`src/rtl/sensor_frontend_pkg.sv`:
```
// Shared types and constants for the sensor front end (contact debounce + serial temperature reader).
package sensor_frontend_pkg;

  localparam int FRAME_BITS = 8;
  localparam int TEMP_W     = 7;

  typedef enum logic [1:0] {
    IDLE   = 2'd0,
    SELECT = 2'd1,
    SHIFT  = 2'd2,
    DONE   = 2'd3
  } fsm_state_e;

  // A frame is good when the total count of ones, parity bit included, is even.
  function automatic logic frame_parity_ok(input logic [FRAME_BITS-1:0] frame);
    return ~(^frame);
  endfunction

endpackage

```
`src/rtl/sensor_debounce.sv`:
```
// Two-flop synchroniser followed by a stability counter for one contact input.
// fast_en_i lets a synced high set the output at once; release is always debounced.
module sensor_debounce
  import sensor_frontend_pkg::*;
#(
  parameter int DEB_CYCLES = 8
) (
  input  logic clk,
  input  logic rst_n,
  input  logic fast_en_i,
  input  logic raw_i,
  output logic deb_o
);

  localparam int CNT_W = $clog2(DEB_CYCLES + 1);
  localparam logic [CNT_W-1:0] CNT_ONE  = CNT_W'(1);
  localparam logic [CNT_W-1:0] CNT_LAST = CNT_W'(DEB_CYCLES - 1);

  logic             sync1_q, sync2_q;
  logic             out_q, out_d;
  logic [CNT_W-1:0] cnt_q, cnt_d;

  // The fast path looks one flop early so the output rises together with the synced value.
  always_comb begin
    out_d = out_q;
    cnt_d = cnt_q;
    if (fast_en_i && sync1_q && !out_q) begin
      out_d = 1'b1;
      cnt_d = '0;
    end else if (sync2_q != out_q) begin
      if (cnt_q == CNT_LAST) begin
        out_d = sync2_q;
        cnt_d = '0;
      end else begin
        cnt_d = cnt_q + CNT_ONE;
      end
    end else begin
      cnt_d = '0;
    end
  end

  always_ff @(posedge clk or negedge rst_n) begin
    if (!rst_n) begin
      sync1_q <= 1'b0;
      sync2_q <= 1'b0;
      out_q   <= 1'b0;
      cnt_q   <= '0;
    end else begin
      sync1_q <= raw_i;
      sync2_q <= sync1_q;
      out_q   <= out_d;
      cnt_q   <= cnt_d;
    end
  end

  assign deb_o = out_q;

endmodule

```
`src/rtl/sensor_frontend.sv`:
```
// Sensor front end: debounced contacts and a periodic 3-wire temperature read with parity check.
// Define FA_FAST_EN to let the fire alarm contact assert without waiting for debounce.
module sensor_frontend
  import sensor_frontend_pkg::*;
#(
  parameter int          DEB_CYCLES = 8,
  parameter int          SAMPLE_DIV = 1000,
  parameter int          SCLK_DIV   = 2,
  parameter logic [6:0]  ST_RESET   = 7'd25
) (
  input  logic              clk,
  input  logic              Rst_n,
  input  logic              raw_fd,
  input  logic              raw_rd,
  input  logic              raw_w,
  input  logic              raw_fa,
  input  logic              temp_sdo,
  output logic              temp_cs_n,
  output logic              temp_sclk,
  output logic              SFD,
  output logic              SRD,
  output logic              SW,
  output logic              SFA,
  output logic [TEMP_W-1:0] ST,
  output logic              st_valid,
  output logic              st_err
);

`ifdef FA_FAST_EN
  localparam logic FA_FAST = 1'b1;
`else
  localparam logic FA_FAST = 1'b0;
`endif

  localparam int TMR_W = $clog2(SAMPLE_DIV);
  localparam int DIV_W = (SCLK_DIV > 1) ? $clog2(2 * SCLK_DIV) : 1;
  localparam logic [TMR_W-1:0] TMR_ONE     = TMR_W'(1);
  localparam logic [TMR_W-1:0] TMR_LAST    = TMR_W'(SAMPLE_DIV - 1);
  localparam logic [DIV_W-1:0] DIV_ONE     = DIV_W'(1);
  localparam logic [DIV_W-1:0] DIV_LAST    = DIV_W'(2 * SCLK_DIV - 1);
  localparam logic [DIV_W-1:0] DIV_RISE_M1 = DIV_W'(SCLK_DIV - 1);

  sensor_debounce #(.DEB_CYCLES(DEB_CYCLES)) u_deb_fd (
    .clk(clk), .rst_n(Rst_n), .fast_en_i(1'b0), .raw_i(raw_fd), .deb_o(SFD));
  sensor_debounce #(.DEB_CYCLES(DEB_CYCLES)) u_deb_rd (
    .clk(clk), .rst_n(Rst_n), .fast_en_i(1'b0), .raw_i(raw_rd), .deb_o(SRD));
  sensor_debounce #(.DEB_CYCLES(DEB_CYCLES)) u_deb_w (
    .clk(clk), .rst_n(Rst_n), .fast_en_i(1'b0), .raw_i(raw_w), .deb_o(SW));
  sensor_debounce #(.DEB_CYCLES(DEB_CYCLES)) u_deb_fa (
    .clk(clk), .rst_n(Rst_n), .fast_en_i(FA_FAST), .raw_i(raw_fa), .deb_o(SFA));

  fsm_state_e              state_q, state_d;
  logic [TMR_W-1:0]        timer_q, timer_d;
  logic [DIV_W-1:0]        div_q, div_d;
  logic [2:0]              bit_q, bit_d;
  logic [FRAME_BITS-1:0]   shreg_q, shreg_d;
  logic                    cs_n_q, cs_n_d;
  logic                    sclk_q, sclk_d;
  logic [TEMP_W-1:0]       st_q, st_d;
  logic                    st_valid_q, st_valid_d;
  logic                    st_err_q, st_err_d;
  logic                    trigger_s;

  assign timer_d   = (timer_q == TMR_LAST) ? '0 : timer_q + TMR_ONE;
  assign trigger_s = (timer_q == TMR_LAST) && (state_q == IDLE);

  // sclk and cs_n are computed one cycle ahead so the pins come straight from flops.
  always_comb begin
    state_d    = state_q;
    div_d      = div_q;
    bit_d      = bit_q;
    shreg_d    = shreg_q;
    cs_n_d     = cs_n_q;
    sclk_d     = 1'b0;
    st_d       = st_q;
    st_valid_d = 1'b0;
    st_err_d   = 1'b0;
    case (state_q)
      IDLE: begin
        if (trigger_s) begin
          state_d = SELECT;
          cs_n_d  = 1'b0;
        end else begin
          cs_n_d  = 1'b1;
        end
      end
      SELECT: begin
        state_d = SHIFT;
        cs_n_d  = 1'b0;
        div_d   = '0;
        bit_d   = 3'd0;
      end
      SHIFT: begin
        cs_n_d = 1'b0;
        if (div_q == DIV_LAST) begin
          div_d = '0;
          if (bit_q == 3'd7) begin
            state_d = DONE;
            cs_n_d  = 1'b1;
          end else begin
            bit_d = bit_q + 3'd1;
          end
        end else begin
          div_d  = div_q + DIV_ONE;
          sclk_d = (div_q >= DIV_RISE_M1);
          if (div_q == DIV_RISE_M1) begin
            shreg_d = {shreg_q[FRAME_BITS-2:0], temp_sdo};
          end else begin
            shreg_d = shreg_q;
          end
        end
      end
      DONE: begin
        state_d = IDLE;
        cs_n_d  = 1'b1;
        if (frame_parity_ok(shreg_q)) begin
          st_d       = shreg_q[FRAME_BITS-1:1];
          st_valid_d = 1'b1;
        end else begin
          st_err_d   = 1'b1;
        end
      end
      default: begin
        state_d = IDLE;
        cs_n_d  = 1'b1;
      end
    endcase
  end

  always_ff @(posedge clk or negedge Rst_n) begin
    if (!Rst_n) begin
      state_q    <= IDLE;
      timer_q    <= '0;
      div_q      <= '0;
      bit_q      <= 3'd0;
      shreg_q    <= '0;
      cs_n_q     <= 1'b1;
      sclk_q     <= 1'b0;
      st_q       <= ST_RESET;
      st_valid_q <= 1'b0;
      st_err_q   <= 1'b0;
    end else begin
      state_q    <= state_d;
      timer_q    <= timer_d;
      div_q      <= div_d;
      bit_q      <= bit_d;
      shreg_q    <= shreg_d;
      cs_n_q     <= cs_n_d;
      sclk_q     <= sclk_d;
      st_q       <= st_d;
      st_valid_q <= st_valid_d;
      st_err_q   <= st_err_d;
    end
  end

  assign temp_cs_n = cs_n_q;
  assign temp_sclk = sclk_q;
  assign ST        = st_q;
  assign st_valid  = st_valid_q;
  assign st_err    = st_err_q;

endmodule

```
`config.mk`:
```
export PLATFORM = sky130hd
export DESIGN_NAME = sensor_frontend
export DESIGN_NICKNAME = d
export VERILOG_FILES = /design/src/rtl/sensor_frontend_pkg.sv /design/src/rtl/sensor_debounce.sv /design/src/rtl/sensor_frontend.sv
export SDC_FILE = /design/constraint.sdc
export NUM_CORES = 1
export LEC_CHECK = 0
export CAP_MARGIN = 20
export CORE_MARGIN = 4
export CORE_UTILIZATION = 57
export DETAILED_ROUTE_END_ITERATION = 10
export GPL_TIMING_DRIVEN = 0
export PLACE_DENSITY = 0.78
export SYNTH_ARGS = -nofsm -noshare
export SYNTH_HDL_FRONTEND = slang
export SYNTH_SLANG_ARGS = --single-unit
```
`constraint.sdc`:
```
create_clock -name clk -period 2.15 [get_ports clk]
set_input_delay 0.3225 -clock clk [delete_from_list [all_inputs] [get_ports clk]]
set_output_delay 0.3225 -clock clk [all_outputs]
set_load 0.05 [all_outputs]
```
# [After elaboration in Yosys (flattened, before gate mapping)]
# Cells that the tools add are included.
[classes] n_addsub=7 order_cmp=1 eq_ne=19 mux=28 n_bitwise=2 reduce_logical=12
[ops] cell="two-way mux 4 bit" count=8
[ops] cell="adder 4 x 1 -> 4 bit, second input constant" count=4
[ops] cell="equality test 4 x 3 -> 1 bit, second input constant" count=4
[ops] cell="adder 10 x 1 -> 10 bit, second input constant" count=1
[ops] cell="equality test 10 bit, second input constant" count=1
[ops] cell="two-way mux 10 bit" count=1
[ops] cell="AND reduction 2 bit" count=5
[ops] cell="two-way mux 1 bit" count=9
[ops] cell="AND reduction 3 bit" count=3
[ops] cell="two-way mux 2 bit" count=4
[ops] cell="!= test 2 bit, second input constant" count=4
[ops] cell="case mux 2 bit (4 select lines)" count=1
[ops] cell="XOR reduction 8 bit" count=1
[ops] cell="equality test 2 bit, second input constant" count=3
[ops] cell="two-way mux 3 bit" count=2
[ops] cell="case mux 3 bit (2 select lines)" count=1
[ops] cell="equality test 2 x 1 -> 1 bit, second input constant" count=2
[ops] cell="!= test 1 bit" count=4
[ops] cell="case mux 1 bit (4 select lines)" count=1
[ops] cell="case mux 2 bit (2 select lines)" count=1
[ops] cell="adder 3 x 1 -> 3 bit, second input constant" count=1
[ops] cell="equality test 3 bit, second input constant" count=1
[ops] cell="adder 2 x 1 -> 2 bit, second input constant" count=1
[ops] cell=">= comparator 2 x 1 -> 1 bit, second input constant" count=1
[ops] cell="other kinds (4)" count=5
[totals] register_bits=64 input_bits=7 out_inout_bits=15 wordCells=95

# [Longest topological paths before layout]
# Gate-level depths: netlist (run 1).
[logic_depth] word_depth=4 mapped_depth=7 depth_no_buf=6

# [Modules after synthesis]
# Synthesis (run 1) repeated with hierarchy kept, for this count alone.
[unflattened] cells_unflattened=223 hier_area_um2=2788.9
[modules_own_cells] mod="sensor_frontend" instances=1 cells_per_inst=135 area_per_inst_um2=1662.8 seq_area_each_um2=905.9
[modules_own_cells] mod="sensor_debounce" instances=4 cells_per_inst=22 area_per_inst_um2=281.5 seq_area_each_um2=175.2

# [Least setup slack after synthesis (run 1)]
# No wires, ideal clock.
[synth_timing] path_kind="register to register" from="register timer_q[0]" to="register state_q[1]" setup_ps=128 arrival_time_ps=1739 required_time_ps=2022 setup_slack_ps=284 path_stages_with_launch=8 n_path_buf=1 period_less_slack_ps=1866 path_cell_list="dfrtp_1 -> ha_1 -> nand3_2 -> nor4b_4 -> and4_1 -> buf_6 -> a2bb2oi_4 -> mux2_1"
[synth_via] elab_chain_cells=4
[synth_rtl] item="start, declared" line_no="sensor_frontend.sv:53" text="logic [TMR_W-1:0] timer_q, timer_d;"
[synth_rtl] item="start signal, assigned" line_no="sensor_frontend.sv:144" text="timer_q <= timer_d;"
[synth_rtl] item="equality test 10 bit" line_no="sensor_frontend.sv:65" text="assign trigger_s = (timer_q == TMR_LAST) && (state_q == IDLE);"
[synth_rtl] item="logical AND 1 bit" line_no="sensor_frontend.sv:65"
[synth_rtl] item="!= test 2 bit (no line)"
[synth_rtl] item="AND reduction 3 bit (no line)"
[synth_rtl] item="end signal, assigned" line_no="sensor_frontend.sv:143" text="state_q <= state_d;"
[synth_rtl] item="end, declared" line_no="sensor_frontend.sv:52" text="fsm_state_e state_q, state_d;"
# Every way passes these cells.
# A chain may end at the register's enable or synchronous reset.

# [Worst setup path in the final report (run 1)]
# Ends and elaborated chain as after synthesis.

==> results of run 1 <==
layout by cell type (no fill, tap or decap), types with 2 or more instances in the layout:
cell              n
clkdlybuf4s50_1  20
clkinv_2          2
nor3_1            8
nand3_1           9
inv_1             8
a22o_1            3
a31oi_1           2
dfrtp_1          60
xnor2_1          20
nand2_1          12
clkbuf_8         12
buf_2             2
nor2b_1           6
o21ai_0           6
a21oi_1           5
dfstp_2           4
xor2_1            2
ha_1             13
nor2_1           23
mux2_2           21
cell families (layout without fill, tap and decap cells):
kind of cell / count (synthesis) / in the layout / share of synthesized area (%)
flops: 64 / 64 / 59.0
mux: 22 / 22 / 9.10
simple gates: 63 / 63 / 11.4
fa+ha+maj: 14 / 14 / 6.43
compound gates: 20 / 20 / 5.29
buf+inv: 10 / 48 / 1.70
xor+xnor: 22 / 22 / 7.08
power breakdown:
part	switching, W	leakage, nW	internal, W	total, W
Sequential	0.0000992	0.833	0.00133	0.00143
Combinational	0.000269	0.543	0.000205	0.000474
Clock	0.000423	0.109	0.000627	0.00105
Total	0.000791	1.49	0.00216	0.00296
stage by stage:
stage	TNS [ns]	instance area (um2)
2_1_floorplan	0	2720
3_3_place_gp	-77.13	3000
3_5_place_dp	0	3010
4_1_cts	0	3220
5_1_grt	0	3220
6_report	0	3220
sequential cells by signal, indices dropped and copies added, names as in the netlist, 2 cells and up:
register and flops:
ST 7, bit_q 3, div_q 2, shreg_q 8, state_q 2, timer_q 10
u_deb_fa.cnt_q 4, u_deb_fd.cnt_q 4, u_deb_rd.cnt_q 4, u_deb_w.cnt_q 4
metal layers:
metal  vias to the layer above  share of wire (%)  GRT usage (%)
li1                        801                  -              -
met2                        20                 51           26.4
met5                         -                  0              0
met3                         8                3.3           4.92
met4                         0                2.1           9.07
met1                       787                 44           19.0
layout make-up:
cell class                      instances  area share (%)
Inverter                                8           0.931
Buffer                                  2           0.504
Timing Repair Buffer                   22            6.98
Clock inverter                          3            1.24
Sequential cell                        64            49.8
Tap cell                               52            2.02
Clock buffer                           13            5.24
Multi-Input combinational cell        141            33.3
worst min-delay path by stage:
stage	start	endpoint	slack [ns]	cells past startpoint
3_3_place_gp	u_deb_fa.sync1_q	u_deb_fa.sync2_q	0.33	0
2_1_floorplan	Rst_n	ST[1]	0.03	0
4_1_cts	Rst_n	u_deb_w.deb_o	0.12	1
6_report	Rst_n	u_deb_fd.cnt_q[0]	0.11	1
5_1_grt	Rst_n	u_deb_w.deb_o	0.16	1
3_5_place_dp	u_deb_fa.sync1_q	u_deb_fa.sync2_q	0.34	0
==> impl_metrics.toml, run 1 <==
[run_status]
status = "completed"

[synthesis]
yosysMostFrequentCell = "dfrtp_1"
synth_edf_count = 0
synth_warnings = 0
synthCells = 215
synthTopCellsByArea = "dfrtp_1 55%, mux2_2 8.7%, ha_1 6.4%"
ys_seq_area_share_pct = 59.0
synth_area_leader_cell = "dfrtp_1"
async_reset_ff_share_pct = 100
synth_common_cells = "60 x dfrtp_1, 23 x nor2_1, 21 x mux2_2"
ys_seq_elements = 64
syn_area_um2 = 2720
synthFlopType = "dfrtp_1"
syn_nets = 236
yosysUniqueCellTypes = 28
synth_top_area_share_pct = 55.1
syn_area_per_cell_um2 = 12.7

[place]
place_hpwl_um = 2970
io_buffers = 21
place_inst = 289
dp_slack_ns = 0.0993
gp_congestion = 0.750

[global_routing]
antenna_found_initial = 0
grt.total_usage_pct = 16.2
first_global_vias = 1667
grt_pass1_wl_um = 7390
grt_max_degree = 40
overflow = 0

[drt]
wire_per_inst_um = 13.7
num_vias = 1616
wirelength_um = 4190
viasPerCell = 5.30
antenna_left = 0
drt_first_iter_violations = 44
dr.pass1.iters = 4
drc = 0

[power]
total_power_w = 0.00296
p_leak_nw = 1.49
peakVddDrop_uv = 476
power_density_nw_per_um2 = 917

[clock_tree]
cts_tree = "done"
cts_sinks = 64
ctsResizeCount = 0
h-tree-depth = 3
clk_transition_reported_paths_ns = 0.06
hold_buffers = 0
clock_path_buffers = 2
clk_latency_ns = 0.33
cts_buffers = 9
cts_root_buf = "clkbuf_8"
cts_setup_buffers = 0

[layout]
fillers = 317
syn_to_final_growth_pct = 18.4
antenna_cells = 0
regArea_um2 = 1610
drive_gt1_share_pct = 19.0
finish.utilization_pct = 72.1
nets = 269
multi_input_area_um2 = 1070
post_layout_nonfiller_instances = 305

[sta]
slew_headroom_pct = 42.3
min_period_over_period_pct = 93.5
rsz0062_at_grt = "false"
maxSlewViolCount = 0
max_freq_mhz = 497
fin_skew_ns = 0.00506
hold_viol_final = 0
finalSetupViolations = 0
tightest_slew_ns = 0.866
finalCriticalPeriod_ns = 2.01
worst_hold_slack_ns = 0.105
setup_slack_ns = 0.140

[floorplanning]
core_area_um2 = 4470
rows = 24
initial_core_util_pct = 60.9
dieArea_um2 = 5950
die_y_um = 77.1
io-pin-count = 22
die_w_um = 77.1

[critical_path]
path_class = "register to register"
critPathBufInv = 1
worstReg2RegEnd = "state_q[1]"
reg2reg_depth = 7
cp-end-kind = "register"
slowest_delay_ns = 0.39
cp_cell_sequence = "ha_2 > nand3_2 > nor4b_4 > and4_1 > buf_6 > a2bb2oi_4 > mux2_1"
crit_fanout = 9
cp.required_ns = 2.36
cp-start-kind = "register"
crit_arrival_ns = 2.22
slowest_stage = "dfrtp_1"
cp_top_family = "simple AND/OR/NAND/NOR gates"
cp.depth = 7
crit_end = "state_q[1]"
reg2reg_setup_slack_ns = 0.14
cp-startpoint = "timer_q[0]"
r2r-start = "timer_q[0]"

[run]
max_cap_violations = 0

[min_path]
hold_class = "input pin to asynchronous set/reset pin"
Note: power is estimated with default switching activity, not from simulation.
==> run 2: changes to the inputs <==
--- a/config.mk
+++ b/config.mk
@@ -6,7 +6,6 @@
 export NUM_CORES = 1
 export LEC_CHECK = 0
 export CAP_MARGIN = 20
-export CORE_MARGIN = 4
 export CORE_UTILIZATION = 57
 export DETAILED_ROUTE_END_ITERATION = 10
 export GPL_TIMING_DRIVEN = 0
==> run 2 against run 1 <==
Against the previous run: the flow now finishes with violations (design-rule violations); register-to-register slack is essentially flat; die area decreased by 15%; maximum frequency about the same; hold slack worse by 0.089 ns; cell count unchanged; final area down 0.31%; critical path depth unchanged; wire length is 4.7% lower; largest cell class unchanged; first-iteration DRC count is 16% lower.
==> impl_metrics.toml, run 2 (synthesis results as in run 1) <==
[clock_tree]
cts_buffers = 9
ctsResizeCount = 0
cts_setup_buffers = 0
cts_tree = "done"
clock_path_buffers = 2
clk_transition_reported_paths_ns = 0.07
cts_root_buf = "clkbuf_8"
cts_sinks = 64
h-tree-depth = 3
clk_latency_ns = 0.34
hold_buffers = 0

[layout]
finish.utilization_pct = 71.8
post_layout_nonfiller_instances = 305
layout.cells.most_common = "dfrtp_1"
syn_to_final_growth_pct = 18.1
drive_gt1_share_pct = 18.6
largest_reg_flops = 10
nets = 269
fillers = 315
mostFrequentLayoutCells = "60 x dfrtp_1, 23 x nor2_1, 21 x mux2_2"
antenna_cells = 0
regMostFlops = "timer_q"
final_area_um2 = 3210

[critical_path]
cp.required_ns = 2.37
r2r-start = "timer_q[0]"
reg2reg_depth = 7
cp-startpoint = "timer_q[0]"
crit_fanout = 9
path_class = "register to register"
worstReg2RegEnd = "state_q[1]"
cp-start-kind = "register"
crit_arrival_ns = 2.23
cp-end-kind = "register"
reg2reg_setup_slack_ns = 0.14

[min_path]
hold_class = "input pin to asynchronous set/reset pin"

[floorplanning]
dieArea_um2 = 5060
io-pin-count = 22
core_area_um2 = 4470
die_y_um = 71.1
rows = 24
initial_core_util_pct = 60.9
die_w_um = 71.1

[sta]
hold_viol_final = 0
finalSetupViolations = 0
tightest_slew_ns = 0.677
fin_skew_ns = 0.00520
worst_hold_slack_ns = 0.0159
rsz0062_at_grt = "false"
max_freq_mhz = 497
finalCriticalPeriod_ns = 2.01
min_period_over_period_pct = 93.5
maxSlewViolCount = 0
slew_headroom_pct = 54.9

[drt]
dr.pass1.iters = 7
num_vias = 1594
wirelength_um = 3990
drt_first_iter_violations = 37
antenna_left = 0
viasPerCell = 5.23
wire_per_inst_um = 13.1
drc = 1

[power]
comb_power_share_pct = 16.1
peakVddDrop_uv = 519
power_frac_clock_pct = 34.9
switchingPower_w = 0.000789
p_sw_share_pct = 27.0
p_int_w = 0.00213
power_density_nw_per_um2 = 909
p_leak_nw = 1.48
seq_power_share_pct = 49.0

[global_routing]
first_global_vias = 1669
overflow = 0
antenna_found_initial = 0
grt_pass1_wl_um = 7200
grt_max_degree = 35
grt.total_usage_pct = 19.3

[place]
gp_congestion = 0.725
place_inst = 289
place_area_um2 = 3010
io_buffers = 21
place_hpwl_um = 2740

[run_status]
violations = "design-rule violations"
status = "complete, but fails checks"

[run]
max_cap_violations = 0
-- run 2: cell counts in the layout (fill, tap and decap cells not counted) --
No cell type changed its count.
-- run 2: worst max-delay path by stage --
stage | cells past startpoint | end | slack (ns)
floorplan | 7 | state_q[1] | 0.28
detailed placement | 7 | state_q[1] | 0.06
global placement | 1 | ST[2] | -1.26
global route | 7 | state_q[1] | 0.02
CTS | 7 | state_q[1] | 0.05
finish | 7 | state_q[1] | 0.14
-- run 2: final cells by class --
class	count	area (um2)	area share [%]
Buffer	2	16.3	0.506
Clock buffer	13	159	4.94
Clock inverter	3	40.0	1.25
Inverter	8	30.0	0.934
Multi-Input combinational cell	141	1070	33.4
Sequential cell	64	1610	50.0
Tap cell	52	65.1	2.02
Timing Repair Buffer	22	225	7.01
-- run 2: stage by stage --
stage / worst slack [ns] / total power (W) / setup TNS [ns]
finish: 0.139 / 0.00292 / 0
global route: 0.0212 / 0.00308 / 0
CTS: 0.0527 / 0.00296 / 0
detailed placement: 0.0648 / 0.00193 / 0
global placement: -1.26 / 0.00191 / -77.91
floorplan: 0.284 / 0.00177 / 0
-- run 2: power groups by stage --
stage               logic (W)  registers (W)  clock network (W)
floorplan            0.000218        0.00155                  0
global placement     0.000462        0.00145                  0
detailed placement   0.000475        0.00146                  0
CTS                  0.000479        0.00143            0.00105
global route         0.000533        0.00145            0.00109
finish               0.000470        0.00143            0.00102
-- run 2: worst max-delay path, cell delays in order (launching register included) --
cell       delay (ns)
dfrtp_1          0.40
ha_2             0.25
nand3_2          0.10
nor4b_4          0.27
and4_1           0.24
buf_6            0.14
a2bb2oi_4        0.16
mux2_1           0.33
-- run 2: layer usage --
layer / up-vias / global-route usage [%] / part of all wire [%]
met5: - / 0 / 0
met4: 0 / 8.67 / 2.2
met3: 9 / 8.12 / 4.5
met2: 25 / 31.7 / 48
met1: 765 / 22.2 / 45
li1: 795 / - / -
